File: src/rtl/cpu_pkg.sv
`default_nettype none
// ============================================================================
//  Module   : cpu_pkg
//  Purpose  : Shared fetch-stage types and instruction-register control codes.
//  Revision : 1.0  initial release
// ============================================================================
package cpu_pkg;

    typedef enum logic [1:0] {
        IDLE  = 2'd0,
        REQ   = 2'd1,
        DONE  = 2'd2,
        FAULT = 2'd3
    } fetch_state_t;

    localparam logic [1:0]  IR_CLEAR    = 2'b10;
    localparam logic [1:0]  IR_LOAD     = 2'b01;
    localparam logic [1:0]  IR_HOLD     = 2'b00;
    localparam logic [31:0] INSTR_BYTES = 32'd4;

    function automatic logic is_word_aligned(input logic [31:0] addr);
        return (addr[1:0] == 2'b00);
    endfunction

endpackage
`default_nettype wire

File: src/rtl/fetch_unit_if.sv
`default_nettype none
// ============================================================================
//  Module   : fetch_unit_if
//  Purpose  : Instruction-memory read handshake between fetch stage and memory.
//  Revision : 1.0  initial release
// ============================================================================
interface fetch_unit_if;
    logic        mem_req;
    logic [31:0] mem_addr;
    logic        mem_ready;
    logic [31:0] mem_rdata;

    modport master (output mem_req, output mem_addr, input mem_ready, input mem_rdata);
    modport slave  (input mem_req, input mem_addr, output mem_ready, output mem_rdata);
endinterface
`default_nettype wire

File: src/rtl/fetch_unit_program_counter.sv
`default_nettype none
// ============================================================================
//  Module   : fetch_unit_program_counter
//  Purpose  : PC, previous-PC and deferred-redirect registers for fetch_unit.
//  Revision : 1.0  initial release
// ============================================================================
module fetch_unit_program_counter
    import cpu_pkg::*;
#(
    parameter logic [31:0] RESET_PC = 32'h0000_0000
) (
    input  wire logic        clk,
    input  wire logic        reset,
    input  wire logic        advance,
    input  wire logic        defer,
    input  wire logic        redirect,
    input  wire logic [31:0] target,
    input  wire logic        set,
    input  wire logic [31:0] set_val,
    output logic      [31:0] pc,
    output logic      [31:0] pc_old
);

    logic [31:0] r_pc;
    logic [31:0] r_pc_old;
    logic [31:0] r_pend_pc;
    logic        r_pending;

    // Advance wins over everything; a same-cycle redirect beats a stale pending target.
    always_ff @(posedge clk) begin
        if (reset) begin
            r_pc      <= RESET_PC;
            r_pc_old  <= RESET_PC;
            r_pend_pc <= RESET_PC;
            r_pending <= 1'b0;
        end else if (advance) begin
            r_pc_old  <= r_pc;
            r_pending <= 1'b0;
            if (redirect)
                r_pc <= target;
            else if (r_pending)
                r_pc <= r_pend_pc;
            else
                r_pc <= r_pc + INSTR_BYTES;
        end else if (defer) begin
            r_pend_pc <= target;
            r_pending <= 1'b1;
        end else if (set) begin
            r_pc <= set_val;
        end
    end

    assign pc     = r_pc;
    assign pc_old = r_pc_old;

endmodule
`default_nettype wire

File: src/rtl/fetch_unit.sv
`default_nettype none
// ============================================================================
//  Module   : fetch_unit
//  Purpose  : Multicycle instruction fetch: PC ownership, memory handshake, IR control.
//  Revision : 1.0  initial release
// ============================================================================
module fetch_unit
    import cpu_pkg::*;
#(
    parameter logic [31:0] RESET_PC = 32'h0000_0000
) (
    input  wire logic         clk,
    input  wire logic         reset,
    input  wire logic         fetch_start,
    input  wire logic         pc_load,
    input  wire logic [31:0]  pc_next,
    fetch_unit_if.master      mem,
    output logic      [1:0]   ir_control,
    output logic      [31:0]  instr_data,
    output logic      [31:0]  pc,
    output logic      [31:0]  pc_old,
    output logic              fetch_done,
    output logic              busy,
    output logic              fault
);

    fetch_state_t r_state;
    logic         r_mem_req;
    logic         r_fetch_done;
    logic         r_busy;
    logic         r_fault;
    logic         r_fault_entry;

    logic [31:0]  w_pc;
    logic [31:0]  w_fa;
    logic         w_advance;
    logic         w_defer;
    logic         w_set;

    assign w_fa      = pc_load ? pc_next : w_pc;
    assign w_advance = (r_state == REQ) && mem.mem_ready;
    assign w_defer   = (r_state == REQ) && pc_load;
    // In IDLE the fetch address is always written back; elsewhere only a redirect moves the PC.
    assign w_set     = ((r_state == IDLE) && (fetch_start || pc_load)) ||
                       (((r_state == DONE) || (r_state == FAULT)) && pc_load);

    fetch_unit_program_counter #(
        .RESET_PC (RESET_PC)
    ) u_program_counter (
        .clk      (clk),
        .reset    (reset),
        .advance  (w_advance),
        .defer    (w_defer),
        .redirect (pc_load),
        .target   (pc_next),
        .set      (w_set),
        .set_val  (w_fa),
        .pc       (w_pc),
        .pc_old   (pc_old)
    );

    always_ff @(posedge clk) begin
        if (reset) begin
            r_state       <= IDLE;
            r_mem_req     <= 1'b0;
            r_fetch_done  <= 1'b0;
            r_busy        <= 1'b0;
            r_fault       <= 1'b0;
            r_fault_entry <= 1'b0;
        end else begin
            r_fault_entry <= 1'b0;
            case (r_state)
                IDLE: begin
                    if (fetch_start) begin
                        if (is_word_aligned(w_fa)) begin
                            r_state   <= REQ;
                            r_mem_req <= 1'b1;
                            r_busy    <= 1'b1;
                        end else begin
                            r_state       <= FAULT;
                            r_fault       <= 1'b1;
                            r_fault_entry <= 1'b1;
                        end
                    end
                end
                REQ: begin
                    if (mem.mem_ready) begin
                        r_state      <= DONE;
                        r_mem_req    <= 1'b0;
                        r_fetch_done <= 1'b1;
                    end
                end
                DONE: begin
                    r_state      <= IDLE;
                    r_fetch_done <= 1'b0;
                    r_busy       <= 1'b0;
                end
                FAULT: begin
                    if (pc_load) begin
                        r_state <= IDLE;
                        r_fault <= 1'b0;
                    end
                end
                default: r_state <= IDLE;
            endcase
        end
    end

    // Reset forces clear and suppresses load, so 2'b11 cannot be produced.
    assign ir_control = (reset || r_fault_entry) ? IR_CLEAR :
                        w_advance                ? IR_LOAD  : IR_HOLD;

    assign mem.mem_req  = r_mem_req;
    assign mem.mem_addr = w_pc;
    assign instr_data   = mem.mem_rdata;
    assign pc           = w_pc;
    assign fetch_done   = r_fetch_done;
    assign busy         = r_busy;
    assign fault        = r_fault;

endmodule
`default_nettype wire

File: src/flat_wrapper.sv
// flat-port wrapper written by rule: the top's interface ports become plain ports
module fetch_unit_flat import cpu_pkg::*;
#(
    parameter logic [31:0] RESET_PC = 32'h0000_0000
)
  (clk, reset, fetch_start, pc_load, pc_next, ir_control, instr_data, pc, pc_old, fetch_done, busy, fault, mem_mem_req, mem_mem_addr, mem_mem_ready, mem_mem_rdata);
  fetch_unit_if mem_i ();
  input  wire logic clk;
  input  wire logic reset;
  input  wire logic fetch_start;
  input  wire logic pc_load;
  input  wire logic [31:0] pc_next;
  output logic      [1:0] ir_control;
  output logic      [31:0] instr_data;
  output logic      [31:0] pc;
  output logic      [31:0] pc_old;
  output logic fetch_done;
  output logic busy;
  output logic fault;
  output wire logic [$bits(mem_i.mem_req)-1:0] mem_mem_req;
  output wire logic [$bits(mem_i.mem_addr)-1:0] mem_mem_addr;
  input wire logic [$bits(mem_i.mem_ready)-1:0] mem_mem_ready;
  input wire logic [$bits(mem_i.mem_rdata)-1:0] mem_mem_rdata;
  assign mem_mem_req = mem_i.mem_req;
  assign mem_mem_addr = mem_i.mem_addr;
  assign mem_i.mem_ready = mem_mem_ready;
  assign mem_i.mem_rdata = mem_mem_rdata;
  fetch_unit #(.RESET_PC(RESET_PC)) u_core (.clk(clk), .reset(reset), .fetch_start(fetch_start), .pc_load(pc_load), .pc_next(pc_next), .mem(mem_i), .ir_control(ir_control), .instr_data(instr_data), .pc(pc), .pc_old(pc_old), .fetch_done(fetch_done), .busy(busy), .fault(fault));
endmodule
File: config.mk
export PLATFORM = sky130hd
export DESIGN_NAME = fetch_unit_flat
export DESIGN_NICKNAME = d
export VERILOG_FILES = /design/src/rtl/cpu_pkg.sv /design/src/rtl/fetch_unit_if.sv /design/src/rtl/fetch_unit_program_counter.sv /design/src/rtl/fetch_unit.sv /design/src/flat_wrapper.sv
export SDC_FILE = /design/constraint.sdc
export NUM_CORES = 1
export LEC_CHECK = 0
export ABC_AREA = 0
export CAP_MARGIN = 20
export CORE_MARGIN = 1.5
export CORE_UTILIZATION = 34
export DETAILED_ROUTE_END_ITERATION = 8
export GPL_ROUTABILITY_DRIVEN = 1
export PLACE_DENSITY = 0.76
export SYNTH_ARGS = -nofsm -noshare
export SYNTH_HDL_FRONTEND = slang
export SYNTH_SLANG_ARGS = --single-unit
File: constraint.sdc
create_clock -name clk -period 3.9 [get_ports clk]
set_input_delay 0.39 -clock clk [delete_from_list [all_inputs] [get_ports clk]]
set_output_delay 0.39 -clock clk [all_outputs]
set_load 0.03 [all_outputs]
==> results of run 1 <==
logic make-up (layout without fill, tap and decap cells):
family                     count (synthesis)  count (layout)
AOI/OAI and AO/OA                        188             188
xor gates and xnor gates                   7               7
adders and majority gates                  1               1
buffers and inverters                    127             179
DFF                                      104             104
muxes                                      6               6
and+or+nand+nor                          286             286
power groups by stage:
stage / sequential (mW) / combinational, mW / clock (mW)
detailed placement: 1.21 / 0.555 / 0
global placement: 1.21 / 0.550 / 0
global route: 1.20 / 0.599 / 0.967
floorplan: 1.25 / 0.364 / 0
finish: 1.19 / 0.556 / 0.908
CTS: 1.19 / 0.557 / 0.931
flip-flops by register name, summed over array words and instances (netlist names):
signal,count
u_core.u_program_counter.pc,32
u_core.u_program_counter.r_pending,1
u_core.r_state,2
u_core.u_program_counter.pc_old,32
u_core.u_program_counter.r_pend_pc,32
u_core.mem.mem_req,1
u_core.fetch_done,1
u_core.r_fault_entry,1
u_core.busy,1
u_core.fault,1
cell usage in the layout (no fill, tap or decap), types with 9 or more instances in the layout:
master | Yosys | layout
nand2_1 | 156 | 156
clkdlybuf4s50_1 | 0 | 137
dfxtp_1 | 104 | 104
a21oi_1 | 97 | 96
nor2_1 | 35 | 35
o21ai_0 | 19 | 19
nand3_1 | 18 | 17
buf_4 | 64 | 17
nor3_1 | 17 | 16
o22ai_1 | 11 | 11
nor4_1 | 10 | 10
inv_1 | 9 | 9
clkbuf_16 | 0 | 9
final cells by class:
class	count	area (sq um)	share of cell area, %
Clock inverter	3	42.5	0.627
Clock buffer	12	246	3.63
Timing Repair Buffer	154	1500	22.1
Tap cell	211	264	3.89
Inverter	10	37.5	0.553
Multi-Input combinational cell	488	2620	38.5
Sequential cell	104	2080	30.7
cell usage after synthesis, drive strengths merged (3+ instances only):
cell type / number
a211oi: 8
a21oi: 97
a221oi: 5
a22oi: 4
a311oi: 5
a31oi: 6
a32oi: 7
and2: 4
and3: 6
and4: 4
buf: 70
clkbuf: 47
dfxtp: 104
inv: 9
mux2i: 5
nand2: 156
nand2b: 7
nand3: 19
nand4: 6
nor2: 35
nor3: 17
nor4: 10
o21a: 3
o21ai: 19
o22ai: 11
o31ai: 6
or2: 3
or3: 7
xnor2: 4
xor2: 3
per-layer routing:
layer / vias to the layer above / global-route usage [%]
met5: - / 0
met4: 0 / 7.27
met3: 32 / 5.82
met2: 222 / 29.9
met1: 2448 / 26.6
li1: 2553 / -
worst register-to-register path, stage by stage (launching register included):
cell and delay (ns):
dfxtp_1 0.52, nand4_1 0.33, or4_4 0.60, or4_1 0.53
or3_1 0.32, o211a_1 0.13
worst paths after layout:
path / endpoint / slack (ns)
setup / recovery: u_core.u_program_counter.pc[18] / 1.25
hold / removal: u_core.u_program_counter.pc_old[27] / 0.39
setup reg to reg: u_core.u_program_counter.pc[26] / 1.39
hold reg to reg: u_core.u_program_counter.r_pend_pc[1] / 0.45
stage by stage:
| step | worst slack (ns) | cell area, sq um | std cells | utilization [%] | hold WS [ns] |
|---|---|---|---|---|---|
| finish | 1.25 | 6790 | 982 | 44.2 | 0.393 |
| global route | 1.08 | 6790 | 982 | 44.2 | 0.398 |
| CTS | 1.31 | 6790 | 982 | 44.2 | 0.382 |
| detailed placement | 0.920 | 6500 | 967 | 42.3 | 0.442 |
| global placement | 0.978 | 6500 | 967 | 42.3 | 0.439 |
| floorplan | 1.54 | 5400 | 719 | - | 0.431 |
==> run metrics, run 1 <==
status finished, final reports clean; number of stages on the worst setup path 8; Hold-fix buffers, CTS 0; Net Switching 0.805 mW; routability congestion estimate 0.867; critical path capture point type flip-flop; R2R depth 5; Rows 45; Ports 203; maximum clock rate 377 MHz; Worst Setup SP pc_load; TritonCTS clock tree done; routed metal-1 wirelength 7090 um; CP startpoint kind primary input; PwrDens 391 nW/um^2; Worst VDD drop 0.224 mV; Async SR Flop Fraction 0%; CP Data Arrival Time 2.89 ns; Setup Viol. Count Final 0; full die area 16600 sq um; DR top layer met4; max-cap viol count 0; Placeable Area 15400 sq um; combinational power share 21.0%; internal power 1.85 mW; Synth Area in XOR/XNOR 1.14%; largest net degree at the start of global routing 89; Compound-Gate Fraction of Synth Area 21.3%; delay-heaviest family, CP buffers and inverters; worst setup path class primary input to flip-flop; diode count 0; GR Overflow Total 0; hold path depth 2; synthesized cell area 5400 sq um; cell count after synthesis 719; H-tree Lvls 3; Ys Warns 0; Leakage 2.23 nW; #FFs+latches synth 104; area share of and/or/nand/nor cells after synthesis 24.3%; fin nets 837; cts bufs inserted 9; Met3 Wirelength 1320 um; clock power share 34.2%; CP cell instances clkdlybuf4s50_1 > buf_4 > clkinv_1 > a21oi_2 > buf_4 > nand2b_1 > a2111oi_0 > nor3_1; DRT antenna net count 0; Vias 5255; worst slew pin tran 0.949 ns; setup repair bufs after CTS 0; post-synthesis mux area share 1.14%; starting density of the core 35.1%; CP max stage delay 0.46 ns; initial antenna violation count 0; area share of fa/ha/maj cells after synthesis 0.232%; Mapped Avg Cell Area 7.51 sq um; crit path time final 2.65 ns; final wirelength 16100 um; max_slew headroom 36.7%; 1st-pass router iterations 5; number of synthesized flops with an enable pin 0; Yosys cell types 58; final hold violations 0; ys flop type dfxtp_1; main combinational cell family by area after synthesis simple AND/OR/NAND/NOR gates; Final period util 68.0%; die height 129 um; TritonCTS sink count 104; CP max-delay cell clkdlybuf4s50_1; Die W 129 um; most frequent cell on the critical path buf_4; RSZ-0062 raised after global routing no; setup TNS 0 ns; sequential fraction of the synthesis area 38.6%; Total Power 2.65 mW; Total GRT Usage 19.7%; syn_nets 789; HP Class primary input to flip-flop; layout cell share with drive strength beyond 1 5.45%; crit path buf inv count 4; DRC Markers 0; Hold Startpoint reset; Buffers on Ports 138; Req. time, crit path 4.14 ns; clk slew on worst S/H paths 0.07 ns; Area Growth Syn to Fin 25.7%; clk_skew 0.0100 ns; routed wl met2 7310 um; Via density 5.35; Synth area leaders dfxtp_1 (39%), nand2_1 (11%), a21oi_1 (9.0%); vias in the first global route 4716; Routed wire per std cell 16.4 um; Synth area leader dfxtp_1; share of power burned in registers 44.8%; initial DRC count 533; sw frac 30.3%; layout filler cell count 1551; maximum fanout along the worst path 48; fin. max-slew vios 0; worst r2r src u_core.u_program_counter.pc[6]; root buf cell clkbuf_16; Final HPWL DP 11000 um; Max clock buf depth 2; cts repair resizes 0; share of the synthesized area in the top cell type 38.6%; first-pass GRT wire length 25500 um; Clock Latency Late Sink 0.36 ns
Note: power is estimated with default switching activity, not from simulation.
==> run 2: changes to the inputs <==
--- a/config.mk
+++ b/config.mk
@@ -11,7 +11,7 @@
 export CORE_UTILIZATION = 34
 export DETAILED_ROUTE_END_ITERATION = 8
 export GPL_ROUTABILITY_DRIVEN = 1
-export PLACE_DENSITY = 0.76
+export PLACE_DENSITY = 0.79
 export SYNTH_ARGS = -nofsm -noshare
 export SYNTH_HDL_FRONTEND = slang
 export SYNTH_SLANG_ARGS = --single-unit
==> constraint.sdc (replaced) <==
create_clock -name clk -period 2.2 [get_ports clk]
set_input_delay 0.22 -clock clk [delete_from_list [all_inputs] [get_ports clk]]
set_output_delay 0.22 -clock clk [all_outputs]
set_load 0.03 [all_outputs]
==> run metrics, run 2 (synthesis results as in run 1) <==
status finished, final reports clean; routed wl met2 7920 um; DR top layer met4; root buf cell clkbuf_16; Total Power 4.75 mW; critical path capture point type flip-flop; Ports 203; full die area 16600 sq um; fin util 46.6%; Routed wire per std cell 16.6 um; Die W 129 um; share of power burned in registers 43.0%; CP Data Arrival Time 2.30 ns; Hold-fix buffers, CTS 0; TritonCTS sink count 104; sw frac 31.1%; initial DRC count 447; most frequent cells in the layout nand2_1 (156), clkdlybuf4s50_1 (136), a21oi_1 (96); Area Growth Syn to Fin 32.7%; DP Worst Slack 0.0579 ns; largest net degree at the start of global routing 108; clk slew on worst S/H paths 0.08 ns; worst setup path class flip-flop to flip-flop; first-pass GRT wire length 26300 um; most common cell after layout, fill and taps aside nand2_1; DRT antenna net count 0; max-cap viol count 0; final hold violations 0; worst setup margin 0.152 ns; diode count 0; clock power share 32.8%; Net Switching 1.48 mW; fin. max-slew vios 0; setup repair bufs after CTS 0; initial antenna violation count 0; Rows 45; final wirelength 17000 um; DRC Markers 0; GR Overflow Total 0; Vias 5530; Req. time, crit path 2.46 ns; PwrDens 663 nW/um^2; placed cell area 6880 sq um; TritonCTS clock tree done; die height 129 um; routability congestion estimate 0.862; starting density of the core 35.1%; Buffers on Ports 138; maximum clock rate 488 MHz; max_slew headroom 61.6%; 1st-pass router iterations 5; fin nets 880; clk_skew 0.00978 ns; Final period util 93.1%; Worst R2R Setup Slack 0.15 ns; vias in the first global route 5066; internal power 3.27 mW; Worst VDD drop 0.397 mV; layout cell share with drive strength beyond 1 11.9%; crit path time final 2.05 ns; cts repair resizes 0; Total GRT Usage 20.2%; maximum fanout along the worst path 3; HP Class primary input to flip-flop; Met3 Wirelength 1220 um; H-tree Lvls 3; worst slew pin tran 0.571 ns; combinational power share 24.2%; Placeable Area 15400 sq um; fin area 7160 sq um; Leakage 2.47 nW; RSZ-0062 raised after global routing no; Max clock buf depth 2; Setup Viol. Count Final 0; routed metal-1 wirelength 7490 um; Clock Latency Late Sink 0.36 ns; CP startpoint kind flip-flop; Via density 5.39; setup TNS 0 ns; cts bufs inserted 9; Final HPWL DP 12100 um
## run 2: cell count changes in the layout (fill, tap and decap cells not counted), sizes merged
| cell | change |
|---|---|
| buf | +44 |
| bufinv | -1 |
| clkdlybuf4s50 | -1 |
| clkinv | +1 |
| clkinvlp | +1 |
## run 2: layout make-up
| cell class | instances | area, sq um |
|---|---|---|
| Tap cell | 211 | 264 |
| Sequential cell | 104 | 2090 |
| Clock buffer | 12 | 256 |
| Clock inverter | 4 | 28.8 |
| Fill cell | 1540 | 8210 |
| Timing Repair Buffer | 197 | 1870 |
| Multi-Input combinational cell | 488 | 2620 |
| Inverter | 10 | 37.5 |
## run 2: final timing paths
| path | startpoint | endpoint | cells past startpoint |
|---|---|---|---|
| max | u_core.u_program_counter.pc[18] | u_core.u_program_counter.pc[26] | 5 |
| max reg2reg | u_core.u_program_counter.pc[18] | u_core.u_program_counter.pc[26] | 5 |
| min reg2reg | u_core.u_program_counter.pc_old[24] | u_core.u_program_counter.pc_old[24] | 2 |
| min | reset | u_core.u_program_counter.pc_old[28] | 3 |
## run 2: critical path, cell delays in order, from the launching register on
cell and delay [ns]:
dfxtp_2 0.36, nand3_2 0.10, or4_4 0.54, or4_1 0.51
or3_1 0.32, o211a_1 0.12
## run 2: metal layers
metal	GRT usage (%)	up-vias
li1	-	2628
met1	26.2	2621
met2	32.8	243
met3	4.83	38
met4	7.80	0
met5	0	-
## run 2: power by group through the flow
stage          combinational [mW]  clock (mW)  sequential, mW
6_report                     1.15        1.56            2.04
5_1_grt                      1.22        1.65            2.05
4_1_cts                      1.15        1.60            2.04
3_5_place_dp                 1.14           0            2.08
3_3_place_gp                 1.13           0            2.08
2_1_floorplan               0.646           0            2.22
## run 2: through the flow
| stage | std cells | hold WS (ns) |
|---|---|---|
| after floorplan | 719 | 0.356 |
| after global placement | 1010 | 0.438 |
| after detailed placement | 1010 | 0.440 |
| after CTS | 1026 | 0.434 |
| after global routing | 1026 | 0.440 |
| final | 1026 | 0.374 |
==> run 3: changes to the inputs <==
--- a/config.mk
+++ b/config.mk
@@ -10,7 +10,6 @@
 export CORE_MARGIN = 1.5
 export CORE_UTILIZATION = 34
 export DETAILED_ROUTE_END_ITERATION = 8
-export GPL_ROUTABILITY_DRIVEN = 1
 export PLACE_DENSITY = 0.79
 export SYNTH_ARGS = -nofsm -noshare
 export SYNTH_HDL_FRONTEND = slang
==> results of run 3 <==
The final DEF is identical to that of run 2; final timing and power are the same.
